==> src/rtl/if_fetch_ctrl_if.sv <==
// Load, imem-write and fetch bundle for if_fetch_ctrl; slave = controller side.
// LD_SUM exists only when IF_LOAD_CHECKSUM_EN is defined.
interface if_fetch_ctrl_if #(
    parameter int AW = 8
);
    logic          LD_START;
    logic          LD_VALID;
    logic [31:0]   LD_DATA;
    logic          LD_LAST;
    logic          LD_READY;
    logic          WE;
    logic [AW-1:0] W_Addr;
    logic [31:0]   W_Ins;
    logic [31:0]   PC;
    logic [31:0]   nextPC;
    logic          STALL;
    logic          BR_TAKEN;
    logic [31:0]   BR_TARGET;
    logic [31:0]   newPC;
    logic          IF_VALID;
    logic          LD_ERR;
    logic          BUSY;
`ifdef IF_LOAD_CHECKSUM_EN
    logic [31:0]   LD_SUM;
`endif

    modport master (
        output LD_START, LD_VALID, LD_DATA, LD_LAST, PC, nextPC, STALL, BR_TAKEN, BR_TARGET,
        input  LD_READY, WE, W_Addr, W_Ins, newPC, IF_VALID, LD_ERR, BUSY
`ifdef IF_LOAD_CHECKSUM_EN
        , input LD_SUM
`endif
    );

    modport slave (
        input  LD_START, LD_VALID, LD_DATA, LD_LAST, PC, nextPC, STALL, BR_TAKEN, BR_TARGET,
        output LD_READY, WE, W_Addr, W_Ins, newPC, IF_VALID, LD_ERR, BUSY
`ifdef IF_LOAD_CHECKSUM_EN
        , output LD_SUM
`endif
    );
endinterface

==> src/rtl/if_fetch_ctrl.sv <==
// Boot-load then run fetch sequencer: imem writes land 1 cycle after acceptance, LD_READY=1 whole LOAD.
// newPC is combinational; optional load checksum (LD_SUM) under IF_LOAD_CHECKSUM_EN.
module if_fetch_ctrl #(
    parameter int          IM_WORDS     = 256,
    parameter int          AW           = 8,
    parameter logic [31:0] RESET_VECTOR = 32'h0000_0000
) (
    input  logic          CLK,
    input  logic          RST,
    if_fetch_ctrl_if.slave bus
);
    typedef enum logic [1:0] {
        S_IDLE  = 2'd0,
        S_LOAD  = 2'd1,
        S_FLUSH = 2'd2,
        S_RUN   = 2'd3
    } state_t;

    localparam logic [AW:0] LP_WORDS = (AW+1)'(IM_WORDS);

    state_t        r_state;
    logic [AW:0]   r_cnt;
    logic          r_we;
    logic [AW-1:0] r_waddr;
    logic [31:0]   r_wins;
    logic          r_ld_err;
    logic          r_if_valid;
    logic          r_run_first;
`ifdef IF_LOAD_CHECKSUM_EN
    logic [31:0]   r_sum;
`endif

    logic          w_accept;
    logic [31:0]   w_new_pc;

    assign w_accept = (r_state == S_LOAD) && bus.LD_VALID;

    always_comb begin
        w_new_pc = RESET_VECTOR;
        if (r_state == S_RUN && !r_run_first) begin
            if (bus.BR_TAKEN)
                w_new_pc = bus.BR_TARGET;
            else if (bus.STALL)
                w_new_pc = bus.PC;
            else
                w_new_pc = bus.nextPC;
        end
    end

    always_ff @(posedge CLK) begin
        if (!RST) begin
            r_state     <= S_IDLE;
            r_cnt       <= '0;
            r_we        <= 1'b0;
            r_waddr     <= '0;
            r_wins      <= '0;
            r_ld_err    <= 1'b0;
            r_if_valid  <= 1'b0;
            r_run_first <= 1'b0;
`ifdef IF_LOAD_CHECKSUM_EN
            r_sum       <= '0;
`endif
        end else begin
            r_we <= 1'b0;
            case (r_state)
                S_IDLE: begin
                    r_if_valid <= 1'b0;
                    if (bus.LD_START) begin
                        r_state  <= S_LOAD;
                        r_cnt    <= '0;
                        r_ld_err <= 1'b0;
`ifdef IF_LOAD_CHECKSUM_EN
                        r_sum    <= '0;
`endif
                    end
                end
                S_LOAD: begin
                    if (w_accept) begin
                        // Counter saturates at IM_WORDS; overflow words are consumed but dropped.
                        if (r_cnt < LP_WORDS) begin
                            r_we    <= 1'b1;
                            r_waddr <= r_cnt[AW-1:0];
                            r_wins  <= bus.LD_DATA;
                            r_cnt   <= r_cnt + 1'b1;
`ifdef IF_LOAD_CHECKSUM_EN
                            r_sum   <= r_sum + bus.LD_DATA;
`endif
                        end else begin
                            r_ld_err <= 1'b1;
                        end
                        if (bus.LD_LAST)
                            r_state <= S_FLUSH;
                    end
                end
                S_FLUSH: begin
                    r_state     <= S_RUN;
                    r_run_first <= 1'b1;
                    r_if_valid  <= 1'b0;
                end
                S_RUN: begin
                    r_run_first <= 1'b0;
                    if (bus.LD_START) begin
                        r_state    <= S_LOAD;
                        r_cnt      <= '0;
                        r_ld_err   <= 1'b0;
                        r_if_valid <= 1'b0;
`ifdef IF_LOAD_CHECKSUM_EN
                        r_sum      <= '0;
`endif
                    end else if (r_run_first) begin
                        r_if_valid <= 1'b1;
                    end else if (bus.BR_TAKEN) begin
                        r_if_valid <= 1'b0;
                    end else if (!bus.STALL) begin
                        r_if_valid <= 1'b1;
                    end
                end
                default: r_state <= S_IDLE;
            endcase
        end
    end

    assign bus.LD_READY = (r_state == S_LOAD);
    assign bus.BUSY     = (r_state == S_LOAD) || (r_state == S_FLUSH);
    assign bus.WE       = r_we;
    assign bus.W_Addr   = r_waddr;
    assign bus.W_Ins    = r_wins;
    assign bus.newPC    = w_new_pc;
    assign bus.IF_VALID = r_if_valid;
    assign bus.LD_ERR   = r_ld_err;
`ifdef IF_LOAD_CHECKSUM_EN
    assign bus.LD_SUM   = r_sum;
`endif
endmodule

==> src/flat_wrapper.sv <==
// flat-port wrapper written by rule: the top's interface ports become plain ports
module if_fetch_ctrl_flat 
#(
    parameter int          IM_WORDS     = 256,
    parameter int          AW           = 8,
    parameter logic [31:0] RESET_VECTOR = 32'h0000_0000
)
  (CLK, RST, bus_LD_START, bus_LD_VALID, bus_LD_DATA, bus_LD_LAST, bus_PC, bus_nextPC, bus_STALL, bus_BR_TAKEN, bus_BR_TARGET, bus_LD_READY, bus_WE, bus_W_Addr, bus_W_Ins, bus_newPC, bus_IF_VALID, bus_LD_ERR, bus_BUSY);
  if_fetch_ctrl_if #(.AW(AW)) bus_i ();
  input  logic CLK;
  input  logic RST;
  input wire logic [$bits(bus_i.LD_START)-1:0] bus_LD_START;
  input wire logic [$bits(bus_i.LD_VALID)-1:0] bus_LD_VALID;
  input wire logic [$bits(bus_i.LD_DATA)-1:0] bus_LD_DATA;
  input wire logic [$bits(bus_i.LD_LAST)-1:0] bus_LD_LAST;
  input wire logic [$bits(bus_i.PC)-1:0] bus_PC;
  input wire logic [$bits(bus_i.nextPC)-1:0] bus_nextPC;
  input wire logic [$bits(bus_i.STALL)-1:0] bus_STALL;
  input wire logic [$bits(bus_i.BR_TAKEN)-1:0] bus_BR_TAKEN;
  input wire logic [$bits(bus_i.BR_TARGET)-1:0] bus_BR_TARGET;
  output wire logic [$bits(bus_i.LD_READY)-1:0] bus_LD_READY;
  output wire logic [$bits(bus_i.WE)-1:0] bus_WE;
  output wire logic [$bits(bus_i.W_Addr)-1:0] bus_W_Addr;
  output wire logic [$bits(bus_i.W_Ins)-1:0] bus_W_Ins;
  output wire logic [$bits(bus_i.newPC)-1:0] bus_newPC;
  output wire logic [$bits(bus_i.IF_VALID)-1:0] bus_IF_VALID;
  output wire logic [$bits(bus_i.LD_ERR)-1:0] bus_LD_ERR;
  output wire logic [$bits(bus_i.BUSY)-1:0] bus_BUSY;
  assign bus_i.LD_START = bus_LD_START;
  assign bus_i.LD_VALID = bus_LD_VALID;
  assign bus_i.LD_DATA = bus_LD_DATA;
  assign bus_i.LD_LAST = bus_LD_LAST;
  assign bus_i.PC = bus_PC;
  assign bus_i.nextPC = bus_nextPC;
  assign bus_i.STALL = bus_STALL;
  assign bus_i.BR_TAKEN = bus_BR_TAKEN;
  assign bus_i.BR_TARGET = bus_BR_TARGET;
  assign bus_LD_READY = bus_i.LD_READY;
  assign bus_WE = bus_i.WE;
  assign bus_W_Addr = bus_i.W_Addr;
  assign bus_W_Ins = bus_i.W_Ins;
  assign bus_newPC = bus_i.newPC;
  assign bus_IF_VALID = bus_i.IF_VALID;
  assign bus_LD_ERR = bus_i.LD_ERR;
  assign bus_BUSY = bus_i.BUSY;
  if_fetch_ctrl #(.IM_WORDS(IM_WORDS), .AW(AW), .RESET_VECTOR(RESET_VECTOR)) u_core (.CLK(CLK), .RST(RST), .bus(bus_i));
endmodule
==> config.mk <==
export PLATFORM = sky130hd
export DESIGN_NAME = if_fetch_ctrl_flat
export DESIGN_NICKNAME = d
export VERILOG_FILES = /design/src/rtl/if_fetch_ctrl_if.sv /design/src/rtl/if_fetch_ctrl.sv /design/src/flat_wrapper.sv
export SDC_FILE = /design/constraint.sdc
export NUM_CORES = 1
export LEC_CHECK = 0
export BUFFER_PORTS_ARGS = -buffer_cell sky130_fd_sc_hd__buf_2
export CAP_MARGIN = 30
export CORE_UTILIZATION = 44
export CTS_CLUSTER_SIZE = 14
export DETAILED_ROUTE_END_ITERATION = 10
export GPL_TIMING_DRIVEN = 0
export PLACE_DENSITY = 0.85
export SLEW_MARGIN = 20
export SYNTH_ARGS = -nofsm -noshare
export SYNTH_HDL_FRONTEND = slang
export SYNTH_SLANG_ARGS = --single-unit
==> constraint.sdc <==
create_clock -name CLK -period 3.4 [get_ports CLK]
set_clock_uncertainty 0.2 [all_clocks]
set_input_delay 0.51 -clock CLK [delete_from_list [all_inputs] [get_ports CLK]]
set_output_delay 0.51 -clock CLK [all_outputs]
set_load 0.02 [all_outputs]
## Word level (Yosys, flattened, before mapping)

Cells that the tools add are included.

- Latch bits: 0
- Register bits: 55
- RAM bits: 0
- Memories kept: 0
- Output and inout port bits: 77
- ROM bits: 0
- Input bits: 135

- Mux-type cells: 22
- Div/mod/pow operators: 0
- Multiply operators: 0
- Bitwise logic cells: 0
- Shift operators: 0
- $add $sub $neg: 1
- $lt $le $gt $ge: 1
- Equality and inequality tests: 9
- Reductions and logical operators: 16

Operators by type and width:

| operator | number |
|---|---|
| 2-to-1 mux 32 bit | 3 |
| 2-to-1 mux 9 bit | 3 |
| one-hot mux 9 bit (2 select lines) | 1 |
| adder 9 x 1 -> 9 bit (second input constant) | 1 |
| < comparator 9 bit (second input constant) | 1 |
| AND reduction 3 bit | 3 |
| 2-to-1 mux 1 bit | 8 |
| AND reduction 4 bit | 2 |
| 2-to-1 mux 2 bit | 3 |
| inequality test 2 x 1 -> 1 bit (second input constant) | 3 |
| one-hot mux 1 bit (2 select lines) | 3 |
| one-hot mux 2 bit (3 select lines) | 1 |
| nonzero test 2 bit | 3 |
| inequality test 5 x 4 -> 1 bit (second input constant) | 1 |
| == test 2 bit (second input constant) | 2 |
| inequality test 2 bit (second input constant) | 2 |
| OR reduction 2 bit | 2 |
| == test 2 x 1 -> 1 bit (second input constant) | 1 |
| logical AND 1 bit | 2 |
| zero test 2 bit | 1 |
| AND reduction 2 bit | 1 |
| zero test 1 bit | 1 |
| logical OR 1 bit | 1 |

## Depth between registers and ports, before layout

- Word-level depth: 5
- Depth in mapped cells: 7
- Mapped depth without buffers: 6

## Worst setup path before layout

Ideal clock, no wire load.

- Path kind: reg-to-output
- From: register u_core.r_state[0]
- To: output bus_newPC[0]
- Cell stages (with the launch flop): 5
- Required time: 2.690 ns
- Path slack: 1.023 ns
- Arrival: 1.667 ns
- Cells stage by stage: dfxtp_1 -> ha_1 -> or3b_1 -> clkbuf_1 -> o21ai_0

- Word-level cells in the longest chain between the ends: 3

Ends and longest elaborated chain:

| item | RTL line | source |
|---|---|---|
| start, declared | if_fetch_ctrl.sv:21 | `state_t r_state;` |
| start signal, assigned | if_fetch_ctrl.sv:52 | `r_state <= S_IDLE;` |
| start signal, assigned | if_fetch_ctrl.sv:69 | `r_state <= S_LOAD;` |
| start signal, assigned | if_fetch_ctrl.sv:92 | `r_state <= S_FLUSH;` |
| == test 2 bit | if_fetch_ctrl.sv:40 | `if (r_state == S_RUN && !r_run_first) begin` |
| logical AND 1 bit | if_fetch_ctrl.sv:40 |  |
| 2-to-1 mux 32 bit | if_fetch_ctrl.sv:40 |  |
| end, declared | flat_wrapper.sv:25 | `output wire logic [$bits(bus_i.newPC)-1:0] bus_newPC;` |

Every way passes these cells.

## Final worst setup path

- From: register u_core.r_state[0]
- To: output bus_newPC[15]

The elaborated chain is that of the path after synthesis.

==> metrics.md <==
| Metric | Value |
|---|---|
| Fill cells | between 500 and 600 |
| Hold path start | bus_LD_DATA[21] |
| Leak | between 2 and 2.5 nW |
| Largest net degree at the start of global routing | 18 |
| Crit path cell chain | ha_1 > or3b_1 > clkbuf_1 > o21ai_0 > buf_2 |
| Placer congestion estimate | 0.839 |
| Tightest Hold Check Type | in -> reg |
| DP HPWL | about 7600 um |
| Post-CTS Setup Inserts | 0 |
| Synthesis warning total | 0 |
| Register area | 0.00110 mm2 |
| Wirelength per Cell | about 14 um |
| DR DRC count | 31 |
| Gate Count Post-Synth | roughly 370 |
| CP max-delay cell | or3b_1 |
| Number of iterations in the first detailed-routing pass | 8 |
| Setup crit start kind | flip-flop |
| Clk slew on worst S/H paths | around 100 ps |
| Fin Hold WS | roughly 230 ps |
| Initial drt markers | 95 |
| Asr flop ratio synth | 0 |
| Final Cycle Share | 0.822 |
| GR Util All Layers | 0.257 |
| Core area | approximately 0.0064 mm2 |
| Chip Height | ~84 um |
| Num CTS Buffers | 5 |
| Hold violation count in the final report | 0 |
| Antenna violations before repair | 0 |
| Diodes inserted | 0 |
| RSZ-0062 raised after global routing | false |
| CTS H-tree depth | 2 |
| IO buf count | 210 |
| Syn_area_per_cell | 8.04 um2 |
| Total Wirelength | 9490 um |
| Worst-Margin Slew | approximately 550 ps |
| Setup WS pre-CTS | between 800 and 900 ps |
| Final ANT Viol Nets | 0 |
| Crit end category | output pin |
| Setup Crit Path Kind | reg -> out |
| Syn_nets | approximately 510 |
| Die area | between 0.007 and 0.008 mm2 |
| Layout cell share with drive strength beyond 1 | 0.400 |
| Largest stage delay on the critical path | roughly 450 ps |
| Total congestion overflow | 0 |
| Failing checks | DRC |
| CP arrival | 2080 ps |
| Rows | 29 |
| Clk sinks | 55 |
| Mapped Area | 0.00297 mm2 |
| Reg2Reg Depth | 6 |
| Final min period | roughly 2800 ps |
| Initial core utilization | 0.462 |
| Post-CTS Resized | 0 |
| Worst Setup SP | u_core.r_state[0] |
| Clk buf depth | 2 |
| #FFs+latches synth | 55 |
| CTS root buf | clkbuf_8 |
| Hold Crit Depth | 3 |
| VDD IR max | approximately 420 uV |
| Register area share after synthesis | 0.371 |
| # nets final | about 730 |
| CTS Hold Buffers Added | 0 |
| Unique cell type count in the Yosys netlist | 35 |
| Avg Vias per Cell | 5.07 |
| TritonCTS clock tree | done |
| Fin. max-slew vios | 0 |
| Boundary pin count | roughly 210 |
| Setup TNS | 0 ps |
| Fmax | ~0.36 GHz |
| Worst Path Required | 2690 ps |
| Die W | ~84 um |
| Clock latency at the later pin of the worst-skew pair | around 310 ps |
| EDFF count, synth | 0 |
| Via count | between 3000 and 4000 |
| Primary FF master, synth | dfxtp_1 |
| Outcome | finished with violations |
| Slew headroom | 0.633 |
| First-pass GRT wire length | approximately 15000 um |
| Number of global-route vias before repair | 3247 |
| Area delta synth->final | 42.4% |
| Setup violators final | 0 |
| Max_cap viols | 0 |
| Multi-input gate area | around 0.0017 mm2 |
| Crit Path Max Fanout | 10 |
| Reg2reg start | u_core.r_state[0] |
| Power density over cell area | about 510 mW/mm2 |
| Post-route setup slack | 606 ps |
==> cells in the mapped netlist (all sizes together), types with 2 or more instances <==
library cell,n,share of area
o21ai,32,0.054
a21oi,3,0.0051
a31oi,2,0.0063
nand2,118,0.15
a211oi,3,0.0093
inv,6,0.0076
nand4,3,0.0063
buf,9,0.019
xnor2,6,0.018
a21boi,42,0.11
nor2,11,0.014
mux2i,34,0.12
nand3,4,0.0067
ha,5,0.021
o211a,2,0.0067
a2111oi,2,0.019
nor3b,3,0.0076
dfxtp,55,0.37
clkbuf,19,0.029
and2,2,0.0042
==> where the power goes <==
group / internal, W / switching, W / total (W)
sequential: 0.000727 / 0.0000551 / 0.000782
combinational: 0.000351 / 0.000584 / 0.000935
clock: 0.000223 / 0.000218 / 0.000441
total: 0.00130 / 0.000857 / 0.00216
==> routing by layer <==
metal | share of wire | GRT usage | vias to the layer above | routed length, um
met4 | 0.024 | 0.0846 | 0 | 226
met5 | 0 | 0 | - | 0
met1 | 0.40 | 0.286 | 1538 | 3800
li1 | - | - | 1667 | -
met2 | 0.50 | 0.485 | 143 | 4770
met3 | 0.073 | 0.0521 | 18 | 690
==> state kept, by name (all words and copies together), names as in the netlist <==
| signal | count |
|---|---|
| u_core.bus.W_Ins | 32 |
| u_core.r_cnt | 9 |
| u_core.bus.W_Addr | 8 |
| u_core.r_state | 2 |
| u_core.bus.IF_VALID | 1 |
| u_core.bus.LD_ERR | 1 |
| u_core.bus.WE | 1 |
| u_core.r_run_first | 1 |
==> layout by cell type (no fill, tap or decap), types with 3 or more instances in the layout <==
cell type and instances:
a21boi_0 35, a21boi_1 7, a21oi_1 3, buf_2 217, clkbuf_1 18, clkbuf_8 6
dfxtp_1 55, ha_1 5, inv_1 6, mux2i_1 33, nand2_1 118, nand3_1 4
nand4_1 3, nor2_1 11, nor3b_1 3, o21ai_0 32, xnor2_1 6
==> layout make-up <==
class | count | area share
plain buffers | 28 | 0.0337
clock buffers | 6 | 0.0172
clock inverters | 2 | 0.00918
inverters | 6 | 0.00533
multi-input cells | 280 | 0.403
flip-flops and latches | 55 | 0.261
well taps | 77 | 0.0228
repair buffers | 210 | 0.249
==> metrics by stage <==
step,total power (W),instances,cell area [um2],util
2_1_floorplan,0.00141,369,2970,-
3_3_place_gp,0.00169,656,4120,0.641
3_5_place_dp,0.00173,656,4120,0.641
4_1_cts,0.00216,664,4230,0.658
5_1_grt,0.00228,664,4230,0.658
6_report,0.00216,664,4230,0.658
==> worst paths after layout <==
kind | end | slack (ps)
worst max-delay path | bus_newPC[15] | 610
worst min-delay path | u_core.bus.W_Ins[21] | 230
worst max register to register | u_core.r_cnt[5] | 1290
worst min register to register | u_core.bus.W_Ins[7] | 260
==> critical path, delay by kind of cell, from the launching register on <==
kind,cells,cell delay (ps)
buffers and inverters,2,440
AO/OA/AOI/OAI,1,260
flip-flops,1,410
adder cells (fa/ha/maj),1,220
AND/OR/NAND/NOR,1,450
==> kinds of logic (layout without fill, tap and decap cells) <==
| family | after synthesis | in the layout | share of synthesized area |
|---|---|---|---|
| AO/OA/AOI/OAI | 90 | 90 | 0.218 |
| XOR/XNOR | 6 | 6 | 0.0177 |
| adder cells (fa/ha/maj) | 5 | 5 | 0.0211 |
| buffers and inverters | 34 | 252 | 0.0556 |
| flip-flops | 55 | 55 | 0.371 |
| multiplexers | 34 | 34 | 0.119 |
| AND/OR/NAND/NOR | 145 | 145 | 0.197 |
Note: power is estimated with default switching activity, not from simulation.
